**src/rtl/pipe_ctrl_pkg.sv**
```systemverilog
// Shared types and constants for the pipeline hazard controller and its D-side sequencer.
package pipe_ctrl_pkg;

  localparam int REG_AW = 5;

  typedef enum logic {
    IDLE = 1'b0,
    WAIT = 1'b1
  } dmem_state_e;

  typedef struct packed {
    logic stall;
    logic bubble;
  } stage_ctrl_t;

endpackage

```
**src/rtl/pipe_hazard_ctrl_if.sv**
```systemverilog
// D-cache handshake bundle between the hazard controller and the D-side sequencer.
interface pipe_hazard_ctrl_if;
  logic mem_req;
  logic ack;
  logic req;
  logic mem_wait;

  modport master (input mem_req, input ack, output req, output mem_wait);
  modport slave  (output mem_req, output ack, input req, input mem_wait);
endinterface

```
**src/rtl/pipe_dmem_seq.sv**
```systemverilog
// IDLE/WAIT sequencer for the D-cache request of the instruction held in regM.
module pipe_dmem_seq
  import pipe_ctrl_pkg::*;
(
  input  logic                 clk,
  input  logic                 rst,
  pipe_hazard_ctrl_if.master   dif
);

  dmem_state_e state_q, state_d;

  always_ff @(posedge clk) begin
    if (!rst) state_q <= IDLE;
    else      state_q <= state_d;
  end

  // Request is gated by reset so an in-flight op is dropped immediately.
  always_comb begin
    state_d      = state_q;
    dif.req      = 1'b0;
    dif.mem_wait = 1'b0;
    if (rst) begin
      case (state_q)
        IDLE: begin
          if (dif.mem_req) begin
            dif.req      = 1'b1;
            dif.mem_wait = 1'b1;
            state_d      = WAIT;
          end
        end
        WAIT: begin
          dif.req = 1'b1;
          if (dif.ack) state_d      = IDLE;
          else         dif.mem_wait = 1'b1;
        end
        default: state_d = IDLE;
      endcase
    end
  end

endmodule

```
**src/rtl/pipe_hazard_ctrl.sv**
```systemverilog
// Stall/bubble controller for the 5-stage pipeline registers.
// Optional perf counters built when PIPE_HAZARD_CTRL_PERF_EN is defined.
module pipe_hazard_ctrl
  import pipe_ctrl_pkg::*;
#(
  parameter int REG_AW = pipe_ctrl_pkg::REG_AW,
  parameter int PERF_W = 32
) (
  input  logic              clk,
  input  logic              rst,
  input  logic [REG_AW-1:0] decode_i_rs1,
  input  logic [REG_AW-1:0] decode_i_rs2,
  input  logic              decode_i_rs1_ren,
  input  logic              decode_i_rs2_ren,
  input  logic [REG_AW-1:0] regE_i_rd,
  input  logic              regE_i_reg_wen,
  input  logic              regE_i_is_load,
  input  logic              execute_i_redirect,
  input  logic              fetch_i_valid,
  input  logic              regM_i_mem_req,
  input  logic              dmem_i_ack,
  output logic              dmem_o_req,
  output logic              regF_o_stall,
  output logic              regD_o_stall,
  output logic              regD_o_bubble,
  output logic              regE_o_stall,
  output logic              regE_o_bubble,
  output logic              regM_o_stall,
  output logic              regM_o_bubble,
  output logic              regW_o_bubble
`ifdef PIPE_HAZARD_CTRL_PERF_EN
  ,
  output logic [PERF_W-1:0] perf_o_mem_stall_cnt,
  output logic [PERF_W-1:0] perf_o_lu_stall_cnt,
  output logic [PERF_W-1:0] perf_o_redirect_cnt
`endif
);

  pipe_hazard_ctrl_if dif ();

  assign dif.mem_req = regM_i_mem_req;
  assign dif.ack     = dmem_i_ack;
  assign dmem_o_req  = dif.req;

  pipe_dmem_seq u_dmem_seq (
    .clk (clk),
    .rst (rst),
    .dif (dif.master)
  );

  logic        hazard_lu;
  logic        lu_apply;
  logic        redir_apply;
  logic        f_stall;
  logic        w_bubble;
  stage_ctrl_t d_c, e_c, m_c;

  assign hazard_lu = regE_i_is_load & regE_i_reg_wen & (regE_i_rd != '0) &
                     ((decode_i_rs1_ren & (decode_i_rs1 == regE_i_rd)) |
                      (decode_i_rs2_ren & (decode_i_rs2 == regE_i_rd)));

  // A memory wait freezes E, so redirect/hazard are simply re-evaluated once it ends.
  always_comb begin
    f_stall     = 1'b0;
    w_bubble    = 1'b0;
    d_c         = '0;
    e_c         = '0;
    m_c         = '0;
    lu_apply    = 1'b0;
    redir_apply = 1'b0;
    if (!rst) begin
      d_c.bubble = 1'b1;
      e_c.bubble = 1'b1;
      m_c.bubble = 1'b1;
      w_bubble   = 1'b1;
    end else if (dif.mem_wait) begin
      f_stall   = 1'b1;
      d_c.stall = 1'b1;
      e_c.stall = 1'b1;
      m_c.stall = 1'b1;
      w_bubble  = 1'b1;
    end else if (execute_i_redirect) begin
      d_c.bubble  = 1'b1;
      e_c.bubble  = 1'b1;
      redir_apply = 1'b1;
    end else if (hazard_lu) begin
      f_stall    = 1'b1;
      d_c.stall  = 1'b1;
      e_c.bubble = 1'b1;
      lu_apply   = 1'b1;
    end else if (!fetch_i_valid) begin
      f_stall    = 1'b1;
      d_c.bubble = 1'b1;
    end
  end

  assign regF_o_stall  = f_stall;
  assign regD_o_stall  = d_c.stall;
  assign regD_o_bubble = d_c.bubble;
  assign regE_o_stall  = e_c.stall;
  assign regE_o_bubble = e_c.bubble;
  assign regM_o_stall  = m_c.stall;
  assign regM_o_bubble = m_c.bubble;
  assign regW_o_bubble = w_bubble;

`ifdef PIPE_HAZARD_CTRL_PERF_EN
  function automatic logic [PERF_W-1:0] sat_inc(input logic [PERF_W-1:0] v,
                                                input logic             en);
    logic [PERF_W-1:0] one;
    one = {{(PERF_W-1){1'b0}}, 1'b1};
    return (en && !(&v)) ? v + one : v;
  endfunction

  logic [PERF_W-1:0] mem_cnt_q, mem_cnt_d;
  logic [PERF_W-1:0] lu_cnt_q, lu_cnt_d;
  logic [PERF_W-1:0] redir_cnt_q, redir_cnt_d;

  always_comb begin
    mem_cnt_d   = sat_inc(mem_cnt_q, rst & dif.mem_wait);
    lu_cnt_d    = sat_inc(lu_cnt_q, lu_apply);
    redir_cnt_d = sat_inc(redir_cnt_q, redir_apply);
  end

  always_ff @(posedge clk) begin
    if (!rst) begin
      mem_cnt_q   <= '0;
      lu_cnt_q    <= '0;
      redir_cnt_q <= '0;
    end else begin
      mem_cnt_q   <= mem_cnt_d;
      lu_cnt_q    <= lu_cnt_d;
      redir_cnt_q <= redir_cnt_d;
    end
  end

  assign perf_o_mem_stall_cnt = mem_cnt_q;
  assign perf_o_lu_stall_cnt  = lu_cnt_q;
  assign perf_o_redirect_cnt  = redir_cnt_q;
`endif

endmodule
```
**config.mk**
```make
export PLATFORM = sky130hd
export DESIGN_NAME = pipe_hazard_ctrl
export DESIGN_NICKNAME = d
export VERILOG_FILES = /design/src/rtl/pipe_ctrl_pkg.sv /design/src/rtl/pipe_hazard_ctrl_if.sv /design/src/rtl/pipe_dmem_seq.sv /design/src/rtl/pipe_hazard_ctrl.sv
export SDC_FILE = /design/constraint.sdc
export NUM_CORES = 1
export LEC_CHECK = 0
export BUFFER_PORTS_ARGS = -buffer_cell sky130_fd_sc_hd__buf_2
export CORE_AREA = 2 2 39 41
export DETAILED_ROUTE_END_ITERATION = 10
export DIE_AREA = 0 0 41 43
export GPL_ROUTABILITY_DRIVEN = 0
export GPL_TIMING_DRIVEN = 1
export PLACE_DENSITY = 0.61
export SLEW_MARGIN = 20
export SYNTH_ARGS = -nofsm -noshare
export SYNTH_HDL_FRONTEND = slang
export SYNTH_SLANG_ARGS = --single-unit
```
**constraint.sdc**
```tcl
create_clock -name clk -period 4.3 [get_ports clk]
set_clock_uncertainty 0.2 [all_clocks]
set_input_delay 1.29 -clock clk [delete_from_list [all_inputs] [get_ports clk]]
set_output_delay 1.29 -clock clk [all_outputs]
set_load 0.03 [all_outputs]
```
; Word level (Yosys, flattened, before mapping)
; Cells that the tools add are included.
[totals]
ff_bits = 1
in_bits = 25
output_inout_bits = 9
wordCells = 37
[classes]
n_eq_ne = 2
n_mux = 26
bitwise_logic = 7
reduce_logical = 1
[op_table]
columns = operator, n
row1 = $mux W1, 24
row2 = $eq A5 B5 Y1, 2
row3 = $and A1 B1 Y1, 5
row4 = $reduce_bool A5 Y1, 1
row5 = $pmux W1 S2, 2
row6 = $not A1 Y1, 1
row7 = $or A1 B1 Y1, 1

; Logic depth before layout (Yosys ltp)
[logic_depth]
word_depth = 8
mapped_depth = 5
mapped_depth_nobuf = 4

; Cells and area by module
; Synthesis repeated with hierarchy kept, for this count alone.
[hier_totals]
hier_cells = 33
hier_area_um2 = 244.0
[modules_own_cells]
columns = mod, instances, cells_each, area_each_um2, seq_area_each_um2
row1 = pipe_hazard_ctrl, 1, 30, 207.7, 0.0
row2 = pipe_dmem_seq, 1, 3, 36.3, 20.0

; Worst setup path after synthesis
; OpenSTA, ideal clock, no wires.
[synth_path]
path_kind = input to output
from = input port regM_i_mem_req
to = output port regE_o_bubble
t_arrival_ns = 2.659
required_ns = 2.810
slack_ns = 0.151
cell_stages = 4
n_path_buf = 0
cell_sequence = nor2_1 a21o_1 or3b_2 o21ai_0
[synth_via]
elab_chain_cells = 5
[synth_lines]
columns = item, line
row1 = from (decl), pipe_hazard_ctrl.sv:20  ; input logic regM_i_mem_req,
row2 = $mux W1, pipe_dmem_seq.sv:25  ; if (dif.mem_req) begin
row3 = $pmux W1 S2, pipe_dmem_seq.sv:23  ; case (state_q)
row4 = $mux W1, pipe_dmem_seq.sv:22  ; if (rst) begin
row5 = $mux W1, pipe_hazard_ctrl.sv:76  ; end else if (dif.mem_wait) begin
row6 = $mux W1, pipe_hazard_ctrl.sv:71  ; if (!rst) begin
row7 = to (decl), pipe_hazard_ctrl.sv:27  ; output logic regE_o_bubble,
; Every way passes these cells.

; Worst setup path in the final report
[layout_path]
from = input port regE_i_rd[1]
to = output port regD_o_bubble
[layout_via]
elab_chain_cells = 8
word_cells_on_any_way = 12
classes_between = eq/ne (2) / mux (4) / bitwise (5) / reduce/logical (1)
[layout_lines]
columns = item, line
row1 = from (decl), pipe_hazard_ctrl.sv:15  ; input logic [REG_AW-1:0] regE_i_rd,
row2 = "$eq A5 B5 Y1, on equally long branches", "pipe_hazard_ctrl.sv:59, pipe_hazard_ctrl.sv:60"
row3 = "$and A1 B1 Y1, on equally long branches", "pipe_hazard_ctrl.sv:59, pipe_hazard_ctrl.sv:60"
row4 = $or A1 B1 Y1, pipe_hazard_ctrl.sv:59  ; ((decode_i_rs1_ren & (decode_i_rs1 == regE_i_rd)) |
row5 = $and A1 B1 Y1 *, pipe_hazard_ctrl.sv:58  ; assign hazard_lu = regE_i_is_load & regE_i_reg_wen & (regE_i_rd != '0) &
row6 = $mux W1 *, pipe_hazard_ctrl.sv:86  ; end else if (hazard_lu) begin
row7 = $mux W1 *, pipe_hazard_ctrl.sv:82  ; end else if (execute_i_redirect) begin
row8 = $mux W1 *, pipe_hazard_ctrl.sv:76
row9 = $mux W1 *, pipe_hazard_ctrl.sv:71
row10 = to (decl), pipe_hazard_ctrl.sv:25  ; output logic regD_o_bubble,
; Mark *: on every way between the ends. The rest lies on a longest branch, timed or not.

==> impl_metrics.ini <==
[outcome]
status = completed

[worst_setup_path]
r2r-end = u_dmem_seq.state_q
critPathMaxStageDelay_ps = 540
path_max_fanout = 3
cp_data_required_time_ps = 2810
crit_type = primary input to output port
critPathLaunchType = primary input
cp.arrival_ps = 2550
cp_common_cell = buf_2
crit_family = simple AND/OR/NAND/NOR gates
crit_slowest_cell = or4_1
reg2reg_depth = 4
ff2ff_setup_slack_ps = 3090
crit_chain = buf_2 > or4_1 > nor2_2 > or3_4 > o221a_1 > buf_2
path_buf_inv = 2
r2r_start = u_dmem_seq.state_q
end_kind = output port

[floorplanning]
die_area_um2 = 1760
io_pins = 34
die_y_um = 43
start_util_pct = 18.8
die_w_um = 41
core-area_um2 = 1380
std_cell_rows = 14

[logic_synthesis]
yosysSeqAreaShare_pct = 7.69
synth_commonest_cells = 8 x xor2_1, 3 x inv_1
synth-seq-cells = 1
synth.area.top_cells = xor2_1 27%, dfxtp_1 7.7%, xnor2_1 6.7%, nor4_1 4.8%, inv_1 4.3%
yosys.cell_count.top_type = xor2_1
avgSynthCellArea_um2 = 7.44
synth_edf_count = 0
synth_cells = 35
synthesis.nets = 60
synthFlopType = dfxtp_1
ys_types = 21
synth_top_cell_by_area = xor2_1
synthArstFlopShare_pct = 0
ys_warn_count = 0
synth_top_cell_area_share_pct = 26.9
syn_area_um2 = 260

[grt]
antenna_found_initial = 0
grt_pass1_wl_mm = 1.16
grt.total_usage_pct = 8.81
grt_max_degree = 5
grt_pass1_vias = 327
grt-ovfl-total = 0

[power_and_ir_drop]
power_mw = 0.0626
power_leakage_nw = 0.237
p_sw_mw = 0.0304
clkPwrFrac_pct = 0
internal-power_mw = 0.0322
comb_power_share_pct = 83.1
ir_drop_uv = 97.0
powerDensity_nw_per_um2 = 143
pwr-share-seq_pct = 16.9
sw_frac_of_total_pct = 48.5

[timing]
drv_slew = 0
period_minus_slack_ps = 4040
rsz0062_at_grt = false
fin_crit_sh_pct = 94.0
report.final.setup_viol = 0
hold_viol_final = 0
fmax_ghz = 0.248
max_slew_margin_pct = 78.1
fin_setup_tns_ps = 0
whs_ps = 542
tightest_slew_ps = 329

[final_layout]
fin_util_pct = 31.6
top_register = u_dmem_seq.state_q
area_delta_synth_final_pct = 68.3
num_antenna_cells = 0
fin_cells = 83
largest_reg_flops = 1
fillers = 166
drive_above_1_share_pct = 56.7
finalNetCount = 94
top_regs = u_dmem_seq.state_q: 1 flops

[placed_design]
dp.cells = 83
portBuffers = 33
dp_hpwl_um = 720

[routing]
first_pass_iters = 3
vias = 359
drt_iter0_drc = 6
drt-total-wl_um = 759
ant_nets = 0
routed_via_density = 4.33
post_drt_wl_per_cell_um = 9.14
drc_errors = 0

[clocking]
post_cts_resized = 0
cts.clk_slew.worst_paths_ps = 0
ctsHoldBuffers = 0
postCtsSetupBuffers = 0
clock_latency_ps = 0

[flow_run]
cap_viol_max_count = 0

[hold_path]
min_from = u_dmem_seq.state_q
hold_depth = 3
hold_class = flip-flop to flip-flop
whs_endpoint = u_dmem_seq.state_q
==> layer usage <==
| metal | GRT usage, % | wire length, µm |
|---|---|---|
| met1 | 8.28 | 246 |
| met2 | 19.4 | 472 |
| met3 | 0 | 39 |
| met4 | 0 | 0 |
| met5 | 0 | 0 |
==> worst max path at each step <==
stage                         end  cells after the start      startpoint
finish              regD_o_bubble                      6    regE_i_rd[1]
global route        regD_o_bubble                      6    regE_i_rd[1]
CTS                 regD_o_bubble                      6    regE_i_rd[1]
detailed placement  regD_o_bubble                      6    regE_i_rd[1]
global placement    regD_o_bubble                      6    regE_i_rd[1]
floorplan           regE_o_bubble                      4  regM_i_mem_req
==> placed cells by master, fill, tap and decap left out, drive strengths merged, types with 2 or more instances in the layout <==
| cell type | instances |
|---|---|
| xor2 | 8 |
| xnor2 | 2 |
| inv | 3 |
| buf | 33 |
| o21ai | 2 |
| nor2 | 3 |
| nor4 | 2 |
| nand2 | 2 |
==> worst register-to-register path, stage by stage, from the launching register on <==
cell     delay, ps
dfxtp_1        300
nor2_1          50
a21o_1         180
or2_2          320
inv_1           90
==> power groups by stage <==
stage	clock network, mW	logic, mW	registers (mW)
3_3_place_gp	0	0.0520	0.0106
6_report	0	0.0520	0.0106
4_1_cts	0	0.0526	0.0106
2_1_floorplan	0	0.0317	0.0105
5_1_grt	0	0.0566	0.0107
3_5_place_dp	0	0.0525	0.0106
==> final cells by class <==
| class | count | area [µm²] | area share [%] |
|---|---|---|---|
| timing repair buffer | 33 | 165 | 37.7 |
| sequential | 1 | 20.0 | 4.57 |
| inverter | 3 | 11.3 | 2.57 |
| multi-input combinational | 30 | 221 | 50.6 |
| tap | 16 | 20.0 | 4.57 |
==> per-stage QoR <==
stage               cell area, µm²  worst slack, ps
finish                         438              260
detailed placement             438              253
global placement               438              268
floorplan                      260              151
CTS                            438              252
global route                   438              181
==> logic make-up after synthesis <==
group	count (synthesis)	synth area share, %
flip-flops	1	7.69
AND/OR/NAND/NOR	13	31.7
buffers and inverters	4	7.21
AO/OA/AOI/OAI	7	19.7
XOR/XNOR	10	33.7
(Power assumes the default switching activity.)
